[config.mk]
export PLATFORM = sky130hd
export DESIGN_NAME = fp_pipe_stage
export DESIGN_NICKNAME = d
export VERILOG_FILES = /design/src/rtl/fp_pipe_stage.sv
export SDC_FILE = /design/constraint.sdc
export NUM_CORES = 1
export LEC_CHECK = 0
export CAP_MARGIN = 20
export CORE_MARGIN = 3
export CORE_UTILIZATION = 37
export CTS_BUF_LIST = sky130_fd_sc_hd__clkbuf_16
export DETAILED_ROUTE_END_ITERATION = 16
export GPL_ROUTABILITY_DRIVEN = 0
export PLACE_DENSITY = 0.79
export REMOVE_ABC_BUFFERS = 1
export SETUP_SLACK_MARGIN = 0.05
export SKIP_CTS_REPAIR_TIMING = 1
export SYNTH_ARGS = -nofsm -noshare
export SYNTH_HDL_FRONTEND = slang
export SYNTH_SLANG_ARGS = --single-unit
[constraint.sdc]
create_clock -name clock -period 1.1 [get_ports clock]
set_input_delay 0.11 -clock clock [delete_from_list [all_inputs] [get_ports clock]]
set_output_delay 0.11 -clock clock [all_outputs]
set_load 0.05 [all_outputs]
[src/rtl/fp_pipe_stage.sv]
// Ready/valid pipeline stage for unpacked FP operands with optional skid buffer.
// Define FP_PIPE_STAGE_SKID_EN to add the skid register and a fully registered in_ready.
module fp_pipe_stage #(
  parameter int FRAC_W = 28,
  parameter int EXP_W  = 8,
  parameter int NAN_W  = 23
) (
  input  logic              clock,
  input  logic              clr,
  input  logic              flush,
  input  logic              in_valid,
  output logic              in_ready,
  input  logic [1:0]        in_rm,
  input  logic              in_is_inf_nan,
  input  logic [NAN_W-1:0]  in_inf_nan_frac,
  input  logic              in_sign,
  input  logic [EXP_W-1:0]  in_exp,
  input  logic [FRAC_W-1:0] in_frac,
  output logic              out_valid,
  input  logic              out_ready,
  output logic [1:0]        out_rm,
  output logic              out_is_inf_nan,
  output logic [NAN_W-1:0]  out_inf_nan_frac,
  output logic              out_sign,
  output logic [EXP_W-1:0]  out_exp,
  output logic [FRAC_W-1:0] out_frac,
  output logic [1:0]        count
);

  localparam int PW = 2 + 1 + NAN_W + 1 + EXP_W + FRAC_W;

  logic [PW-1:0] w_in_pl;
  logic [PW-1:0] r_m_pl;
  logic          r_m_valid;
  logic          w_accept;
  logic          w_deliver;

  assign w_in_pl = {in_rm, in_is_inf_nan, in_inf_nan_frac, in_sign, in_exp, in_frac};
  assign {out_rm, out_is_inf_nan, out_inf_nan_frac, out_sign, out_exp, out_frac} = r_m_pl;
  assign out_valid = r_m_valid;

  // A flush cycle never counts as a transfer on either side.
  assign w_accept  = in_valid & in_ready & ~flush;
  assign w_deliver = r_m_valid & out_ready & ~flush;

`ifdef FP_PIPE_STAGE_SKID_EN
  logic [PW-1:0] r_s_pl;
  logic          r_s_valid;

  // Only gated by clr; no path from out_ready.
  assign in_ready = ~r_s_valid & ~clr;
  assign count    = {r_m_valid & r_s_valid, r_m_valid ^ r_s_valid};

  always_ff @(posedge clock) begin
    if (clr) begin
      r_m_valid <= 1'b0;
      r_s_valid <= 1'b0;
      r_m_pl    <= '0;
      r_s_pl    <= '0;
    end else if (flush) begin
      r_m_valid <= 1'b0;
      r_s_valid <= 1'b0;
    end else if (w_deliver) begin
      if (r_s_valid) begin
        r_m_pl    <= r_s_pl;
        r_s_valid <= 1'b0;
      end else if (w_accept) begin
        r_m_pl <= w_in_pl;
      end else begin
        r_m_valid <= 1'b0;
      end
    end else if (w_accept) begin
      if (!r_m_valid) begin
        r_m_pl    <= w_in_pl;
        r_m_valid <= 1'b1;
      end else begin
        r_s_pl    <= w_in_pl;
        r_s_valid <= 1'b1;
      end
    end
  end
`else
  assign in_ready = (~r_m_valid | out_ready) & ~clr;
  assign count    = {1'b0, r_m_valid};

  always_ff @(posedge clock) begin
    if (clr) begin
      r_m_valid <= 1'b0;
      r_m_pl    <= '0;
    end else if (flush) begin
      r_m_valid <= 1'b0;
    end else if (w_accept) begin
      r_m_pl    <= w_in_pl;
      r_m_valid <= 1'b1;
    end else if (w_deliver) begin
      r_m_valid <= 1'b0;
    end
  end
`endif

endmodule

* After elaboration in Yosys (flattened, before gate mapping)
Index checks and enable logic that the tools add are counted.
Storage, ports and cells: word-level logic and storage cells 16, bits in registers 64, output and inout port bits 67
Operators by class: reduce and logical (&&, ||, !) cells 3, bitwise gates (word level) 9, mux-type cells 2
Operator list (count):
- $and A1 B1 Y1 | 5
- $not A1 Y1 | 3
- $mux W1 | 2
- $reduce_and A2 Y1 | 1
- $reduce_bool A2 Y1 | 1
- $reduce_or A2 Y1 | 1
- $or A1 B1 Y1 | 1

* Longest topological paths before layout
word-level depth 6, depth in mapped cells 5, mapped depth without buffers 3

* Worst setup path after synthesis
OpenSTA, ideal clock, no wires.
kind reg2reg, start point reg r_m_valid, in the netlist out_valid, end point reg r_m_pl[43], clock period less this slack 1484 ps, setup slack -384 ps, setup time 116 ps, data required time 984 ps, cell stages (with the launch flop) 6, buffers on the path 3, arrival time 1368 ps, cell sequence dfxtp_1 -> nand2b_1 -> buf_2 -> buf_6 -> buf_2 -> a31o_1
Between the ends: longest elaborated chain between the ends 6
RTL lines:
- start: declaration | line 34 | logic r_m_valid;
- start signal: assignment | line 88 | r_m_valid <= 1'b0;
- start signal: assignment | line 91 | r_m_valid <= 1'b0;
- start signal: assignment | line 94 | r_m_valid <= 1'b1;
- $not A1 Y1 | line 83 | assign in_ready = (~r_m_valid | out_ready) & ~clr;
- $or A1 B1 Y1 | line 83
- $and A1 B1 Y1 | line 83
- $and A1 B1 Y1 (2 in series) | line 43 | assign w_accept = in_valid & in_ready & ~flush;
- $reduce_and A2 Y1 (no source line)
- end signal: assignment | line 93 | r_m_pl <= w_in_pl;
- end: declaration | line 33 | logic [PW-1:0] r_m_pl;
Every way passes these cells. A chain may end at the register's enable or synchronous reset.

* Worst setup path in the final report
start point reg r_m_valid, in the netlist out_valid, end point out in_ready
Between the ends: longest elaborated chain between the ends 3
RTL lines:
- $not A1 Y1 | line 83
- $or A1 B1 Y1 | line 83
- $and A1 B1 Y1 | line 83
- end: declaration | line 12 | output logic in_ready,
Every way passes these cells.

==> Implementation_results.wiki <==
{| class="wikitable"
! Metric !! Value
|-
| Number of endpoints failing setup at the final stage || 66
|-
| Worst path max stage delay || 330 ps
|-
| Final #Nets || 506
|-
| Count of non-filler cells in the finished layout || 542
|-
| Top fanout value on the critical path || 2
|-
| Seq/Total Area, Yosys || 0.458
|-
| Number of sinks handled by clock tree synthesis || 64
|-
| Kind of critical path || register to primary output
|-
| Count of maximum capacitance violations || 0
|-
| Highest Clock Rate || 792 MHz
|-
| Number of hold violations in the final report || 0
|-
| Cell depth of the worst hold path || 2
|-
| Max Slew Vio Count || 0
|-
| Share of cells above drive strength 1 || 0.314
|-
| Maximum clock skew at final layout || 5.38 ps
|-
| Clock buffers created by TritonCTS || 9
|-
| CTS tree || built
|-
| Height of the die || 92.9 um
|-
| Slew at the pin with the worst max-slew slack || 523 ps
|-
| Cell with the most instances on the worst path || sky130_fd_sc_hd__buf_6
|-
| Mux cell area share after synthesis || 0
|-
| Post-synthesis share of cell area spent on and, or, nand and nor gates || 0.154
|-
| Xor/xnor cell area share of the yosys netlist || 0
|-
| Final hold slack || 78.8 ps
|-
| Antenna diode count || 0
|-
| Die Outline Area || 8630 sq um
|-
| Worst slew margin relative to its limit || 0.652
|-
| Worst min-delay path class || input pin to register
|-
| Chain of cells forming the critical path || buf_6 -> nor2b_4 -> nor2_2 -> buf_6
|-
| GRT Util Overall || 0.183
|-
| Final core occ || 0.762
|-
| Synth Instances || 297
|-
| Initial antenna violation count || 0
|-
| Instance area at placement || 4860 sq um
|-
| Number of warnings reported in the yosys synthesis log || 0
|-
| Placeable core region || 7290 sq um
|-
| Setup repair after global routing missed its margin || yes
|-
| Outcome || finished with violations
|-
| Number of global-route vias before repair || 2,540
|-
| Post-layout min period || 1260 ps
|-
| Global route total overflow || 0
|-
| Clock transition at path regs || 50 ps
|-
| Synth Cell Area || 2800 sq um
|-
| Crit path capture type || primary output
|-
| Effective utilization at floorplan || 0.383
|-
| Maximum number of pins on one net before global-route repair || 66
|-
| CTS root buffer || sky130_fd_sc_hd__clkbuf_16
|-
| Area grow syn2layout || 98.9%
|-
| Post-synthesis cell type count || 14
|-
| Placed wire-length estimate after detailed placement || 5.57 mm
|-
| Violated checks || setup timing
|-
| Complex-gate fraction of the synthesized area || 0.310
|-
| Type of element launching the critical path || register
|-
| IO Port Bufs || 133
|-
| Detailed-route DRC error count || 0
|-
| Final worst-path setup slack || -163 ps
|-
| Average routed wire per standard cell || 18.1 um
|-
| Number of H-tree branching levels || 3
|-
| Register-to-register setup slack || -140 ps
|-
| Launch instance of the worst register-to-register path || out_valid
|-
| DR iter-0 viols || 195
|-
| Horiz. Die Dim || 92.9 um
|-
| Placed cell count || 506
|-
| Data required, critical path || 990 ps
|-
| Slowest cell on crit path || sky130_fd_sc_hd__dfxtp_2
|-
| Cells on worst reg2reg path || 5
|-
| Final Cycle Share || 1.15
|-
| Synth Area in Adders || 0
|-
| Main combinational cell family by area after synthesis || compound AO/OA/AOI/OAI gates
|-
| DR pass1 iterations || 4
|-
| Global-route wire length before repair || 12.6 mm
|-
| Cell area power density || 1410 nW/um^2
|-
| Number of buffers between clock root and the deepest sink || 2
|-
| End point of the most critical hold path || out_valid
|-
| Number of nets with antenna violations after routing || 0
|-
| Hold Crit Start || flush
|-
| Setup Slack @ Placement || -559 ps
|-
| Number of standard-cell rows in the floorplan || 31
|-
| Via count normalized by instance count || 5.25
|-
| Peak ir drop on the vdd network || 0.913 mV
|-
| Total Routed Length || 9.80 mm
|-
| Post-route standard cell area excluding fillers || 5560 sq um
|-
| Static leakage power || 2.23 nW
|-
| Data arrival, critical path || 1150 ps
|-
| Ports placed on the boundary || 135
|-
| Total number of vias || 2,848
|-
| Synthesized flop and latch total || 64
|-
| Clock insertion delay at the later pin of the skew report || 320 ps
|-
| Synthesized area per cell || 9.41 sq um
|-
| Critical R2R Capture || r_m_pl[59]
|}
registers in the layout (all words and copies together) (netlist names):
name / count
r_m_pl: 63
out_valid: 1
layout by cell type, fill, tap and decap left out, drive strengths merged:
master / n
inv: 1
dlymetal6s2s: 2
a21oi: 63
buf: 94
nor3b: 1
a31o: 63
nand2b: 64
nor2: 2
clkdlybuf4s50: 64
conb: 1
dfxtp: 64
nor3: 1
clkbuf: 16
nor2b: 1
clkinv: 2
bufinv: 4
worst max path at each step:
| stage | slack, ps | from | endpoint | cells after the start |
|---|---|---|---|---|
| after global routing | -200 | out_valid | in_ready | 4 |
| after detailed placement | -560 | flush | r_m_pl[8] | 5 |
| final | -160 | out_valid | in_ready | 4 |
| after global placement | -530 | flush | r_m_pl[59] | 5 |
| after CTS | -380 | out_valid | in_ready | 4 |
| after floorplan | -3260 | clr | r_m_pl[0] | 3 |
kinds of logic (layout without fill, tap and decap cells):
family,Yosys count,after routing
other cells,1,1
compound gates,126,126
simple gates,69,69
flops,64,64
buf+inv,37,183
report_power, final:
part           switching [mW]  internal [mW]
clock                    1.04           2.45
combinational           0.799          0.942
sequential              0.137           2.45
total                    1.97           5.84
final cells by class:
| class | count | area, sq um |
|---|---|---|
| clock buffers | 9 | 225 |
| clock inverters | 7 | 143 |
| fillers | 462 | 1730 |
| multi-input cells | 196 | 1330 |
| flip-flops and latches | 64 | 1280 |
| well taps | 99 | 124 |
| repair buffers | 167 | 2460 |
worst max-delay path, delay by kind of cell, from the launching register on:
family / cells / cell delay, ps
buffers and inverters: 2 / 280
DFF: 1 / 330
and+or+nand+nor: 2 / 230
Yosys cell counts:
| master | count | area (sq um) |
|---|---|---|
| sky130_fd_sc_hd__nor3b_2 | 1 | 12.5 |
| sky130_fd_sc_hd__nor2b_1 | 1 | 6.26 |
| sky130_fd_sc_hd__a21oi_1 | 63 | 315 |
| sky130_fd_sc_hd__a31o_1 | 46 | 403 |
| sky130_fd_sc_hd__nor2_1 | 2 | 7.51 |
| sky130_fd_sc_hd__buf_2 | 19 | 95.1 |
| sky130_fd_sc_hd__a31o_2 | 17 | 149 |
| sky130_fd_sc_hd__clkbuf_1 | 7 | 26.3 |
| sky130_fd_sc_hd__buf_4 | 9 | 67.6 |
| sky130_fd_sc_hd__nand2b_1 | 64 | 400 |
| sky130_fd_sc_hd__buf_6 | 2 | 22.5 |
| sky130_fd_sc_hd__nor3_1 | 1 | 5.00 |
| sky130_fd_sc_hd__dfxtp_1 | 64 | 1280 |
| sky130_fd_sc_hd__conb_1 | 1 | 3.75 |
metal layers:
| metal | vias up | wire (um) | track usage | share of wire |
|---|---|---|---|---|
| li1 | 1348 | - | - | - |
| met1 | 1362 | 3920 | 0.202 | 0.40 |
| met2 | 129 | 4870 | 0.319 | 0.50 |
| met3 | 9 | 939 | 0.0845 | 0.096 |
| met4 | 0 | 74 | 0.0476 | 0.0076 |
| met5 | - | 0 | 0 | 0 |
through the flow:
step                TNS (ps)  total power, mW
finish                 -7100             7.81
global route           -9600             8.06
CTS                   -13080             7.77
detailed placement    -33350             4.26
global placement      -31150             4.23
floorplan            -204370             3.29
Note: power is estimated with default switching activity, not from simulation.
